[config.mk]
export PLATFORM = sky130hd
export DESIGN_NAME = mem_port_arbiter_flat
export DESIGN_NICKNAME = d
export VERILOG_FILES = /design/src/rtl/mem_port_arbiter_pkg.sv /design/src/rtl/mem_port_arbiter_if.sv /design/src/rtl/mem_port_arbiter_rr_pick.sv /design/src/rtl/mem_port_arbiter.sv /design/src/flat_wrapper.sv
export SDC_FILE = /design/constraint.sdc
export NUM_CORES = 1
export LEC_CHECK = 0
export CAP_MARGIN = 10
export CORE_ASPECT_RATIO = 0.5
export CORE_MARGIN = 5
export CORE_UTILIZATION = 40
export CTS_BUF_LIST = sky130_fd_sc_hd__clkbuf_4 sky130_fd_sc_hd__clkbuf_8
export DETAILED_ROUTE_END_ITERATION = 8
export PLACE_DENSITY = 0.76
export SYNTH_ARGS = -nofsm -noshare
export SYNTH_HDL_FRONTEND = slang
export SYNTH_SLANG_ARGS = --single-unit
[constraint.sdc]
create_clock -name clk -period 4.9 [get_ports clk]
set_clock_uncertainty 0.2 [all_clocks]
set_input_delay 1.47 -clock clk [delete_from_list [all_inputs] [get_ports clk]]
set_output_delay 1.47 -clock clk [all_outputs]
set_load 0.01 [all_outputs]
[src/rtl/mem_port_arbiter_pkg.sv]
// Shared definitions for the two-port memory arbiter: state encoding,
// steering select values and default bus widths.
package mem_port_arbiter_pkg;
    localparam int DW_DEF = 8;
    localparam int AW_DEF = 8;
    localparam int CNT_W  = 4;

    localparam logic SEL_A = 1'b0;
    localparam logic SEL_B = 1'b1;

    typedef enum logic [1:0] {
        IDLE = 2'd0,
        BUSY = 2'd1,
        DONE = 2'd2
    } state_t;
endpackage

[src/rtl/mem_port_arbiter_if.sv]
// Requester ports plus the shared memory bus of the arbiter.
// The slave modport is the arbiter's view; master is the surrounding pipeline/memory.
interface mem_port_arbiter_if #(
    parameter int DW = 8,
    parameter int AW = 8
);
    logic          a_req;
    logic [AW-1:0] a_addr;
    logic [DW-1:0] a_rdata;
    logic          a_done;
    logic          b_req;
    logic          b_we;
    logic [AW-1:0] b_addr;
    logic [DW-1:0] b_wdata;
    logic [DW-1:0] b_rdata;
    logic          b_done;
    logic          sel;
    logic          mem_en;
    logic          mem_we;
    logic [AW-1:0] mem_addr;
    logic [DW-1:0] mem_wdata;
    logic [DW-1:0] mem_rdata;
    logic          busy;

    modport slave (
        input  a_req, a_addr, b_req, b_we, b_addr, b_wdata, mem_rdata,
        output a_rdata, a_done, b_rdata, b_done, sel, mem_en, mem_we,
               mem_addr, mem_wdata, busy
    );

    modport master (
        output a_req, a_addr, b_req, b_we, b_addr, b_wdata, mem_rdata,
        input  a_rdata, a_done, b_rdata, b_done, sel, mem_en, mem_we,
               mem_addr, mem_wdata, busy
    );
endinterface

[src/rtl/mem_port_arbiter_rr_pick.sv]
// Combinational round-robin pick between two requesters; a masked request
// is ignored, and a tie goes to the port that did not win last.
module rr_pick
    import mem_port_arbiter_pkg::*;
(
    input  logic a_req,
    input  logic b_req,
    input  logic mask_a,
    input  logic mask_b,
    input  logic last_grant,
    output logic grant_valid,
    output logic grant_sel
);
    logic a_ok, b_ok;

    always_comb begin
        a_ok        = a_req & ~mask_a;
        b_ok        = b_req & ~mask_b;
        grant_valid = a_ok | b_ok;
        if (a_ok && b_ok) grant_sel = ~last_grant;
        else              grant_sel = b_ok ? SEL_B : SEL_A;
    end
endmodule

[src/rtl/mem_port_arbiter.sv]
// Round-robin arbiter sharing one fixed-latency single-ported memory between
// instruction fetch (port A) and the MEM-stage load/store (port B).
module mem_port_arbiter
    import mem_port_arbiter_pkg::*;
#(
    parameter int DW      = DW_DEF,
    parameter int AW      = AW_DEF,
    parameter int MEM_LAT = 2
) (
    input  logic                clk,
    input  logic                reset,
    mem_port_arbiter_if.slave   bus
);
    state_t             state, next_state;
    logic               sel_q, we_q, last_grant, load;
    logic [AW-1:0]      addr_q;
    logic [DW-1:0]      wdata_q, a_rdata_q, b_rdata_q;
    logic [CNT_W-1:0]   cnt;
    logic               grant_valid, grant_sel, mask_a, mask_b;

    // The port finishing in DONE cannot be re-granted in that same cycle.
    assign mask_a = (state == DONE) && (sel_q == SEL_A);
    assign mask_b = (state == DONE) && (sel_q == SEL_B);

    rr_pick u_pick (
        .a_req       (bus.a_req),
        .b_req       (bus.b_req),
        .mask_a      (mask_a),
        .mask_b      (mask_b),
        .last_grant  (last_grant),
        .grant_valid (grant_valid),
        .grant_sel   (grant_sel)
    );

    always_comb begin
        next_state = state;
        load       = 1'b0;
        case (state)
            IDLE: if (grant_valid) begin
                next_state = BUSY;
                load       = 1'b1;
            end
            BUSY: if (cnt == '0) next_state = DONE;
            DONE: begin
                if (grant_valid) begin
                    next_state = BUSY;
                    load       = 1'b1;
                end else begin
                    next_state = IDLE;
                end
            end
            default: next_state = IDLE;
        endcase
    end

    always_ff @(posedge clk or posedge reset) begin
        if (reset) begin
            state      <= IDLE;
            sel_q      <= SEL_A;
            we_q       <= 1'b0;
            addr_q     <= '0;
            wdata_q    <= '0;
            a_rdata_q  <= '0;
            b_rdata_q  <= '0;
            last_grant <= SEL_B;
            cnt        <= '0;
        end else begin
            state <= next_state;
            if (load) begin
                sel_q      <= grant_sel;
                addr_q     <= grant_sel ? bus.b_addr : bus.a_addr;
                we_q       <= grant_sel & bus.b_we;
                last_grant <= grant_sel;
                cnt        <= CNT_W'(MEM_LAT - 1);
                if (grant_sel) wdata_q <= bus.b_wdata;
            end else if (state == BUSY && cnt != '0) begin
                cnt <= cnt - 1'b1;
            end
            if (state == BUSY && cnt == '0) begin
                if (sel_q == SEL_B) b_rdata_q <= bus.mem_rdata;
                else                a_rdata_q <= bus.mem_rdata;
            end
        end
    end

    assign bus.sel       = sel_q;
    assign bus.mem_en    = (state == BUSY);
    assign bus.mem_we    = (state == BUSY) && we_q;
    assign bus.mem_addr  = addr_q;
    assign bus.mem_wdata = wdata_q;
    assign bus.busy      = (state != IDLE);
    assign bus.a_done    = (state == DONE) && (sel_q == SEL_A);
    assign bus.b_done    = (state == DONE) && (sel_q == SEL_B);
    assign bus.a_rdata   = a_rdata_q;
    assign bus.b_rdata   = b_rdata_q;
endmodule

[src/flat_wrapper.sv]
// flat-port wrapper written by rule: the top's interface ports become plain ports
module mem_port_arbiter_flat import mem_port_arbiter_pkg::*;
#(
    parameter int DW      = DW_DEF,
    parameter int AW      = AW_DEF,
    parameter int MEM_LAT = 2
)
  (clk, reset, bus_a_req, bus_a_addr, bus_b_req, bus_b_we, bus_b_addr, bus_b_wdata, bus_mem_rdata, bus_a_rdata, bus_a_done, bus_b_rdata, bus_b_done, bus_sel, bus_mem_en, bus_mem_we, bus_mem_addr, bus_mem_wdata, bus_busy);
  mem_port_arbiter_if #(.DW(DW), .AW(AW)) bus_i ();
  input  logic clk;
  input  logic reset;
  input wire logic [$bits(bus_i.a_req)-1:0] bus_a_req;
  input wire logic [$bits(bus_i.a_addr)-1:0] bus_a_addr;
  input wire logic [$bits(bus_i.b_req)-1:0] bus_b_req;
  input wire logic [$bits(bus_i.b_we)-1:0] bus_b_we;
  input wire logic [$bits(bus_i.b_addr)-1:0] bus_b_addr;
  input wire logic [$bits(bus_i.b_wdata)-1:0] bus_b_wdata;
  input wire logic [$bits(bus_i.mem_rdata)-1:0] bus_mem_rdata;
  output wire logic [$bits(bus_i.a_rdata)-1:0] bus_a_rdata;
  output wire logic [$bits(bus_i.a_done)-1:0] bus_a_done;
  output wire logic [$bits(bus_i.b_rdata)-1:0] bus_b_rdata;
  output wire logic [$bits(bus_i.b_done)-1:0] bus_b_done;
  output wire logic [$bits(bus_i.sel)-1:0] bus_sel;
  output wire logic [$bits(bus_i.mem_en)-1:0] bus_mem_en;
  output wire logic [$bits(bus_i.mem_we)-1:0] bus_mem_we;
  output wire logic [$bits(bus_i.mem_addr)-1:0] bus_mem_addr;
  output wire logic [$bits(bus_i.mem_wdata)-1:0] bus_mem_wdata;
  output wire logic [$bits(bus_i.busy)-1:0] bus_busy;
  assign bus_i.a_req = bus_a_req;
  assign bus_i.a_addr = bus_a_addr;
  assign bus_i.b_req = bus_b_req;
  assign bus_i.b_we = bus_b_we;
  assign bus_i.b_addr = bus_b_addr;
  assign bus_i.b_wdata = bus_b_wdata;
  assign bus_i.mem_rdata = bus_mem_rdata;
  assign bus_a_rdata = bus_i.a_rdata;
  assign bus_a_done = bus_i.a_done;
  assign bus_b_rdata = bus_i.b_rdata;
  assign bus_b_done = bus_i.b_done;
  assign bus_sel = bus_i.sel;
  assign bus_mem_en = bus_i.mem_en;
  assign bus_mem_we = bus_i.mem_we;
  assign bus_mem_addr = bus_i.mem_addr;
  assign bus_mem_wdata = bus_i.mem_wdata;
  assign bus_busy = bus_i.busy;
  mem_port_arbiter #(.DW(DW), .AW(AW), .MEM_LAT(MEM_LAT)) u_core (.clk(clk), .reset(reset), .bus(bus_i));
endmodule
==> results.toml, run 1 <==
[drt]
wl_met2_um = 2226
via_per_inst = 4.751
drt_wl_total_um = 4017
met3_wirelength_um = 123
m1WireLength_um = 1644
drt_iter0_drc = 26
drc = 0
wl_per_cell_um = 14.71
top_layer = "met4"
drt-pass1-iter-count = 4
drtAntennaViolNets = 0
vias = 1297

[grt]
grtUsageTotal_pct = 13.70
overflow = 0
grt_pass1_vias = 1361
grt_pass1_wl_um = 6672
grt_max_degree = 42
antenna_found_initial = 0

[synthesis]
post-synth-top-count-cell = "dfrtp_1"
yosys_warnings = 0
synth_nets = 177
synth_top_flop_cell = "dfrtp_1"
syn_inst = 138
synth_xor_area_share_pct = 1.463
seq_area_frac_synth_pct = 57.21
ys_types = 30
netlist_area_um2 = 1795
yosysTopAreaCellShare_pct = 55.75
muxShareOfSynthArea_pct = 21.53
synth.area.top_cells = "dfrtp_1 (56%), mux2_2 (11%), mux2_4 (5.9%)"
synth_top_cell_by_area = "dfrtp_1"
synth_seq_cells = 41
synth_commonest_cells = "dfrtp_1 (40), mux2_2 (17), nor2_1 (11)"
syn_avg_cell_area_um2 = 13.01
synth_compound_area_share_pct = 5.087
synthSimpleGateAreaFrac_pct = 9.895
synth_edf_count = 0
async_flop_share_pct = 100.0
synth_top_family_by_area = "multiplexers"
synth-adder-area-share_pct = 1.394

[setup_path]
critPathCaptureType = "register"
crit_arrival_ns = 3.49
cp_slowest_cell = "a211oi_4"
worstPathMaxFanout = 21
cp_top_family = "compound AO/OA/AOI/OAI gates"
worstPathRequired_ns = 4.87
crit_chain = "clkdlybuf4s50_1 > mux2i_1 > a211oi_4 > nand2b_4 > mux2_4"
crit_buf_inv = 1
critical_path_class = "in2reg"
worst_path_largest_cell_delay_ns = 0.77
cp-start-kind = "input pin"

[die]
io_pins = 75
rows = 17
die_h_um = 57.38
initial_core_util_pct = 41.18
fp.dieArea_um2 = 6010
coreArea_um2 = 4360
die_x_um = 104.8

[power]
power_frac_seq_pct = 36.6
switching_share_pct = 31.82
p_switching_uw = 532.8
intPower_mw = 1.142
clockPowerShare_pct = 15.3
p_leak_nw = 1.190
vdd_drop_max_uv = 254.0
combPwrFrac_pct = 48.0
powerDensity_nw_per_um2 = 623.1

[sta]
fin_crit_sh_pct = 71.84
rsz0062_at_grt = "false"
finalCriticalPeriod_ns = 3.520
max_freq_ghz = 0.2841
slew_viol_final = 0
finalSetupTns_ns = 0
relSlewSlack_pct = 43.71
finalSetupViolCount = 0
hold_viol = 0
worst_slew_pin_slew_ns = 0.8417

[finish]
drive_above_1_share_pct = 18.98
nets = 255
area_delta_synth_final_pct = 49.69
n_antenna_cell = 0
final_cells = 273
nFillCells = 358

[placed_design]
gpl.final_weighted_congestion = 0.7131
dp_cells = 266
place_hpwl_um = 3136
portBuffers = 74

[clock_tree]
cts.clk_slew.worst_paths_ns = 0.07
cts_tree = "done"
clk_latency_ns = 0.28
cts_max_path_buffers = 2
cts_max_level = 2
cts_resized = 0
clockRootBuffer = "clkbuf_8"
cts_setup_buffers = 0
ctsHoldBuffers = 0
cts_sinks = 41
cts_made_buffers = 5

[min_path]
worstHoldPathType = "reg2reg"

[job]
maxCapViolations = 0

[run_status]
status = "finished clean"
worst reg2reg max path, delay by kind of cell, from the launching register on:
family	cells	cell delay, ns
adders and majority gates	1	0.15
DFF	1	0.38
buffers and inverters	1	0.11
and+or+nand+nor	3	1.05
muxes	1	0.39
cell usage in the layout, fill, tap and decap left out, types with 2 or more instances in the layout:
cell type	netlist	final
a21oi_1	9	9
o21ai_0	2	2
inv_1	6	6
nor2b_2	2	2
xor2_1	2	2
nor2_1	11	11
nand3_1	2	2
or2_2	2	2
and2_1	3	3
nand2_1	8	8
clkdlybuf4s50_1	0	74
mux2_4	7	7
mux2i_1	9	9
mux2_2	17	17
ha_1	2	2
buf_4	1	2
dfrtp_1	40	40
clkbuf_8	0	5
sequential cells by signal (all words and copies together), names as in the netlist:
register / count
u_core.last_grant: 1
u_core.bus.a_rdata: 8
u_core.bus.mem_wdata: 8
u_core.bus.b_rdata: 8
u_core.we_q: 1
u_core.bus.sel: 1
u_core.cnt: 4
u_core.bus.mem_addr: 8
u_core.state: 2
worst paths after layout:
| path | cells past startpoint | end | slack [ns] | startpoint |
|---|---|---|---|---|
| setup / recovery | 5 | u_core.bus.mem_wdata[4] | 1.38 | bus_a_req |
| hold / removal | 2 | u_core.last_grant | 0.26 | u_core.last_grant |
| setup reg to reg | 6 | u_core.bus.a_rdata[5] | 2.50 | u_core.cnt[0] |
| hold reg to reg | 2 | u_core.last_grant | 0.26 | u_core.last_grant |
| max in group asynchronous | 3 | u_core.last_grant | 2.75 | reset |
| min in group asynchronous | 3 | u_core.bus.mem_wdata[3] | 1.40 | reset |
metal layers:
metal | up-vias | GRT usage, %
li1 | 622 | -
met1 | 652 | 15.47
met2 | 21 | 25.94
met3 | 2 | 3.616
met4 | 0 | 3.643
met5 | - | 0
through the flow:
stage               utilization [%]  setup WS, ns  power [mW]  hold WS [ns]  instance area, um^2
global placement              59.25         1.128       1.412        0.2563                 2584
global route                  61.64         1.303       1.784        0.2824                 2688
detailed placement            59.25         1.087       1.438        0.2572                 2584
CTS                           61.64         1.386       1.699        0.2688                 2688
floorplan                         -         2.158       1.026        0.2392                 1795
finish                        61.64         1.380       1.675        0.2634                 2688
cell families (layout without fill, tap and decap cells):
group                      Yosys count  in the layout
AOI/OAI and AO/OA                   14             14
xor gates and xnor gates             3              3
muxes                               33             33
buffers and inverters               11             89
DFF                                 41             41
and+or+nand+nor                     34             34
adders and majority gates            2              2
power by group through the flow:
stage,clock (mW),combinational [mW],sequential (mW)
after floorplan,0,0.358,0.668
after global placement,0,0.798,0.614
after detailed placement,0,0.817,0.621
after CTS,0.263,0.821,0.615
after global routing,0.281,0.864,0.639
final,0.257,0.805,0.613
final cells by class:
cell class	count	area (um^2)	area share (%)
clock buffers	5	68.82	2.561
clock inverters	2	35.03	1.304
inverters	6	22.52	0.8380
multi-input cells	86	706.9	26.30
flip-flops and latches	41	1027	38.22
well taps	57	71.32	2.654
repair buffers	76	755.7	28.12
(Power assumes the default switching activity.)
==> inputs of run 2 (changes only) <==
--- a/config.mk
+++ b/config.mk
@@ -11,7 +11,7 @@
 export CORE_UTILIZATION = 40
 export CTS_BUF_LIST = sky130_fd_sc_hd__clkbuf_4 sky130_fd_sc_hd__clkbuf_8
 export DETAILED_ROUTE_END_ITERATION = 8
-export PLACE_DENSITY = 0.76
+export PLACE_DENSITY = 0.79
 export SYNTH_ARGS = -nofsm -noshare
 export SYNTH_HDL_FRONTEND = slang
 export SYNTH_SLANG_ARGS = --single-unit
==> constraint.sdc (replaced) <==
create_clock -name clk -period 3.1 [get_ports clk]
set_clock_uncertainty 0.2 [all_clocks]
set_input_delay 0.93 -clock clk [delete_from_list [all_inputs] [get_ports clk]]
set_output_delay 0.93 -clock clk [all_outputs]
set_load 0.01 [all_outputs]
==> results.toml, run 2 (synthesis gave the netlist of run 1 again) <==
[drt]
met3_wirelength_um = 136
drt_wl_total_um = 4144
vias = 1296
drtAntennaViolNets = 0
wl_per_cell_um = 15.12
m1WireLength_um = 1687
drt_iter0_drc = 31
drc = 0
top_layer = "met4"
drt-pass1-iter-count = 4
via_per_inst = 4.730
wl_met2_um = 2277

[finish]
final_common_cell = "clkdlybuf4s50_1"
n_antenna_cell = 0
nets = 256
drive_above_1_share_pct = 19.35
area_delta_synth_final_pct = 49.34
nFillCells = 339
final_cell_mix = "clkdlybuf4s50_1 (74), dfrtp_1 (40), mux2_2 (17)"
post-route-util_pct = 61.49

[clock_tree]
cts_tree = "done"
cts_setup_buffers = 0
cts.clk_slew.worst_paths_ns = 0.07
clk_latency_ns = 0.29
cts_max_level = 2
cts_resized = 0
cts_sinks = 41
clockRootBuffer = "clkbuf_8"
cts_max_path_buffers = 2
cts_made_buffers = 5
ctsHoldBuffers = 0

[die]
initial_core_util_pct = 41.18
die_x_um = 104.8
die_h_um = 57.38
rows = 17
fp.dieArea_um2 = 6010
io_pins = 75
coreArea_um2 = 4360

[setup_path]
crit_arrival_ns = 1.76
cp-start-kind = "register"
critPathCaptureType = "output pin"
r2r_slack_ns = 0.71
worstPathMaxFanout = 6
worstPathRequired_ns = 1.97
critical_path_class = "reg2out"

[sta]
rsz0062_at_grt = "false"
worst_slew_pin_slew_ns = 0.5056
fin_ws_ns = 0.2101
max_freq_ghz = 0.3460
fin_crit_sh_pct = 93.22
relSlewSlack_pct = 66.30
finalSetupTns_ns = 0
finalCriticalPeriod_ns = 2.890
slew_viol_final = 0
hold_viol = 0
finalSetupViolCount = 0

[grt]
overflow = 0
grt_pass1_wl_um = 6699
antenna_found_initial = 0
grtUsageTotal_pct = 13.98
grt_max_degree = 42
grt_pass1_vias = 1391

[power]
total_power_mw = 2.610
vdd_drop_max_uv = 364.7
powerDensity_nw_per_um2 = 973.4
p_leak_nw = 1.188

[placed_design]
gpl.final_weighted_congestion = 0.7521
place_ws_ns = 0.3583
place_hpwl_um = 3190
portBuffers = 74

[run_status]
status = "finished clean"

[job]
maxCapViolations = 0

[min_path]
worstHoldPathType = "reg2reg"
run 2: cell count changes in the layout (fill, tap and decap cells not counted), sizes merged:
| cell | before | now |
|---|---|---|
| bufinv | 1 | 0 |
| buf | 2 | 3 |
| clkinv | 1 | 0 |
| clkbuf | 5 | 7 |
run 2: layer usage:
layer / global-route usage [%] / vias up
li1: - / 620
met1: 15.34 / 648
met2: 25.76 / 23
met3: 3.955 / 5
met4: 5.829 / 0
met5: 0 / -
run 2: stage by stage:
stage	area, um^2	cells	hold slack (ns)
after floorplan	1795	138	0.2392
after global placement	2591	267	0.2568
after detailed placement	2591	267	0.2755
after CTS	2681	274	0.2939
after global routing	2681	274	0.3002
final	2681	274	0.2869
run 2: worst paths after layout:
kind | start | cells past startpoint | to
setup reg to reg | u_core.cnt[0] | 6 | u_core.bus.a_rdata[4]
min in group asynchronous | reset | 3 | u_core.bus.mem_wdata[0]
max in group asynchronous | reset | 3 | u_core.last_grant
setup / recovery | u_core.state[0] | 3 | bus_mem_we
hold reg to reg | u_core.we_q | 2 | u_core.we_q
hold / removal | u_core.we_q | 2 | u_core.we_q
run 2: cell type report:
| class | instances | area (um^2) | area share [%] |
|---|---|---|---|
| Clock buffer | 7 | 90.09 | 3.360 |
| Multi-Input combinational cell | 86 | 706.9 | 26.36 |
| Inverter | 6 | 22.52 | 0.8399 |
| Timing Repair Buffer | 77 | 763.2 | 28.46 |
| Tap cell | 57 | 71.32 | 2.660 |
| Sequential cell | 41 | 1027 | 38.31 |
run 2: critical path, cell delays in order, from the launching register on:
cell and delay, ns:
dfrtp_1 0.47, nor2b_2 0.31, and2_1 0.16, clkdlybuf4s50_1 0.53
run 2: report_power, final:
group          internal [mW]  leakage (nW)  total, mW  switching [mW]
logic                  0.774         0.658       1.28           0.505
registers              0.803         0.483      0.976           0.172
clock network          0.185        0.0477      0.356           0.170
total                   1.76          1.19       2.61           0.847
==> inputs of run 3 (changes only) <==
--- a/config.mk
+++ b/config.mk
@@ -12,6 +12,8 @@
 export CTS_BUF_LIST = sky130_fd_sc_hd__clkbuf_4 sky130_fd_sc_hd__clkbuf_8
 export DETAILED_ROUTE_END_ITERATION = 8
 export PLACE_DENSITY = 0.79
+export RECOVER_POWER = 25
+export REMOVE_ABC_BUFFERS = 1
 export SYNTH_ARGS = -nofsm -noshare
 export SYNTH_HDL_FRONTEND = slang
 export SYNTH_SLANG_ARGS = --single-unit
==> results.toml, run 3 (synthesis gave the netlist of run 1 again) <==
[setup_path]
reg2reg_from = "u_core.cnt[0]"
cp-start-kind = "register"
cp_slowest_cell = "clkdlybuf4s50_1"
worst_path_largest_cell_delay_ns = 0.53
worstPathMaxFanout = 6
crit_chain = "nor2b_2 > and2_1 > clkdlybuf4s50_1"
crit_arrival_ns = 1.79
critPathCaptureType = "output pin"
timing.rr.end = "u_core.bus.a_rdata[1]"
r2r_slack_ns = 0.67
worstPathRequired_ns = 1.97
reg2reg_depth = 6
critical_path_class = "reg2out"

[drt]
drc = 0
via_per_inst = 4.731
drtAntennaViolNets = 0
drt_iter0_drc = 34
vias = 1301
drt-pass1-iter-count = 4
wl_per_cell_um = 15.72
drt_wl_total_um = 4324

[min_path]
min_to = "u_core.last_grant"
worstHoldPathType = "reg2reg"
hold_start = "u_core.last_grant"
whs_path_depth = 2

[placed_design]
place_ws_ns = 0.3754
gpl.final_weighted_congestion = 0.7706
place_hpwl_um = 3316
dp_cells = 267
portBuffers = 74

[finish]
n_antenna_cell = 0
final_cells = 275
nets = 256
final_common_cell = "clkdlybuf4s50_1"
final_cell_mix = "clkdlybuf4s50_1 (73), dfrtp_1 (40), mux2_2 (17)"
drive_above_1_share_pct = 19.27
area_delta_synth_final_pct = 50.45

[die]
fp.dieArea_um2 = 6010
die_x_um = 104.8
initial_core_util_pct = 41.18
rows = 17
die_h_um = 57.38
io_pins = 75
coreArea_um2 = 4360

[sta]
finalSetupViolCount = 0
holdWs_ns = 0.2736
relSlewSlack_pct = 33.24
fin_ws_ns = 0.1812
worst_slew_pin_slew_ns = 1.001
rsz0062_at_grt = "false"
hold_viol = 0
slew_viol_final = 0
max_freq_ghz = 0.3426
fin_crit_sh_pct = 94.15
finalCriticalPeriod_ns = 2.919
finalSetupTns_ns = 0

[clock_tree]
cts_max_level = 2
cts_max_path_buffers = 2
cts_setup_buffers = 0
cts_resized = 0
cts_sinks = 41
cts_tree = "done"
clockRootBuffer = "clkbuf_8"
clk_latency_ns = 0.29
cts.clk_slew.worst_paths_ns = 0.08
cts_made_buffers = 5
ctsHoldBuffers = 0

[power]
vdd_drop_max_uv = 469.4
powerDensity_nw_per_um2 = 1001
p_leak_nw = 1.198

[grt]
grt_pass1_vias = 1426
grt_pass1_wl_um = 7148
overflow = 0
grtUsageTotal_pct = 14.89
grt_max_degree = 42
antenna_found_initial = 0

[run_status]
status = "finished clean"

[job]
maxCapViolations = 0
run 3: worst max-delay path, delay by kind of cell (launching register included):
family,cells,cell delay (ns)
buffers and inverters,1,0.53
DFF,1,0.49
and+or+nand+nor,2,0.48
run 3: how the worst max path moves through the flow:
stage	slack [ns]	cells past startpoint	endpoint	from
2_1_floorplan	0.44	4	u_core.bus.mem_wdata[7]	bus_a_req
3_3_place_gp	0.42	5	u_core.bus.mem_wdata[2]	bus_a_req
3_5_place_dp	0.38	5	u_core.bus.mem_wdata[2]	bus_b_req
4_1_cts	0.17	3	bus_mem_we	u_core.state[0]
5_1_grt	0.11	3	bus_mem_we	u_core.state[0]
6_report	0.18	3	bus_mem_we	u_core.state[0]
run 3: area by class of cell:
cell class                 count  area, um^2
clock inverter                 2       38.79
multi-input combinational     86       704.4
tap                           57       71.32
timing repair buffer          77       760.7
clock buffer                   6       76.32
inverter                       6       22.52
sequential                    41        1027
fill                         360        1659
run 3: stage by stage:
stage / area (um^2) / util (%) / power, mW
after global placement: 2591 / 59.43 / 2.236
final: 2701 / 61.95 / 2.704
after floorplan: 1757 / - / 1.598
after detailed placement: 2591 / 59.43 / 2.295
after CTS: 2706 / 62.07 / 2.742
after global routing: 2701 / 61.95 / 2.880
run 3: per-layer routing:
layer  vias to the layer above  routed length [um]  GRT usage [%]
met5                         -                   0              0
met2                        26                2399          29.16
met3                         8                 143          3.729
li1                        619                   -              -
met4                         0                  72          4.372
met1                       648                1709          16.00
run 3: power by group:
group	leakage, nW	internal [mW]	switching (mW)
Sequential	0.483	0.802	0.172
Clock	0.0588	0.251	0.189
Combinational	0.656	0.773	0.517
Total	1.20	1.83	0.878
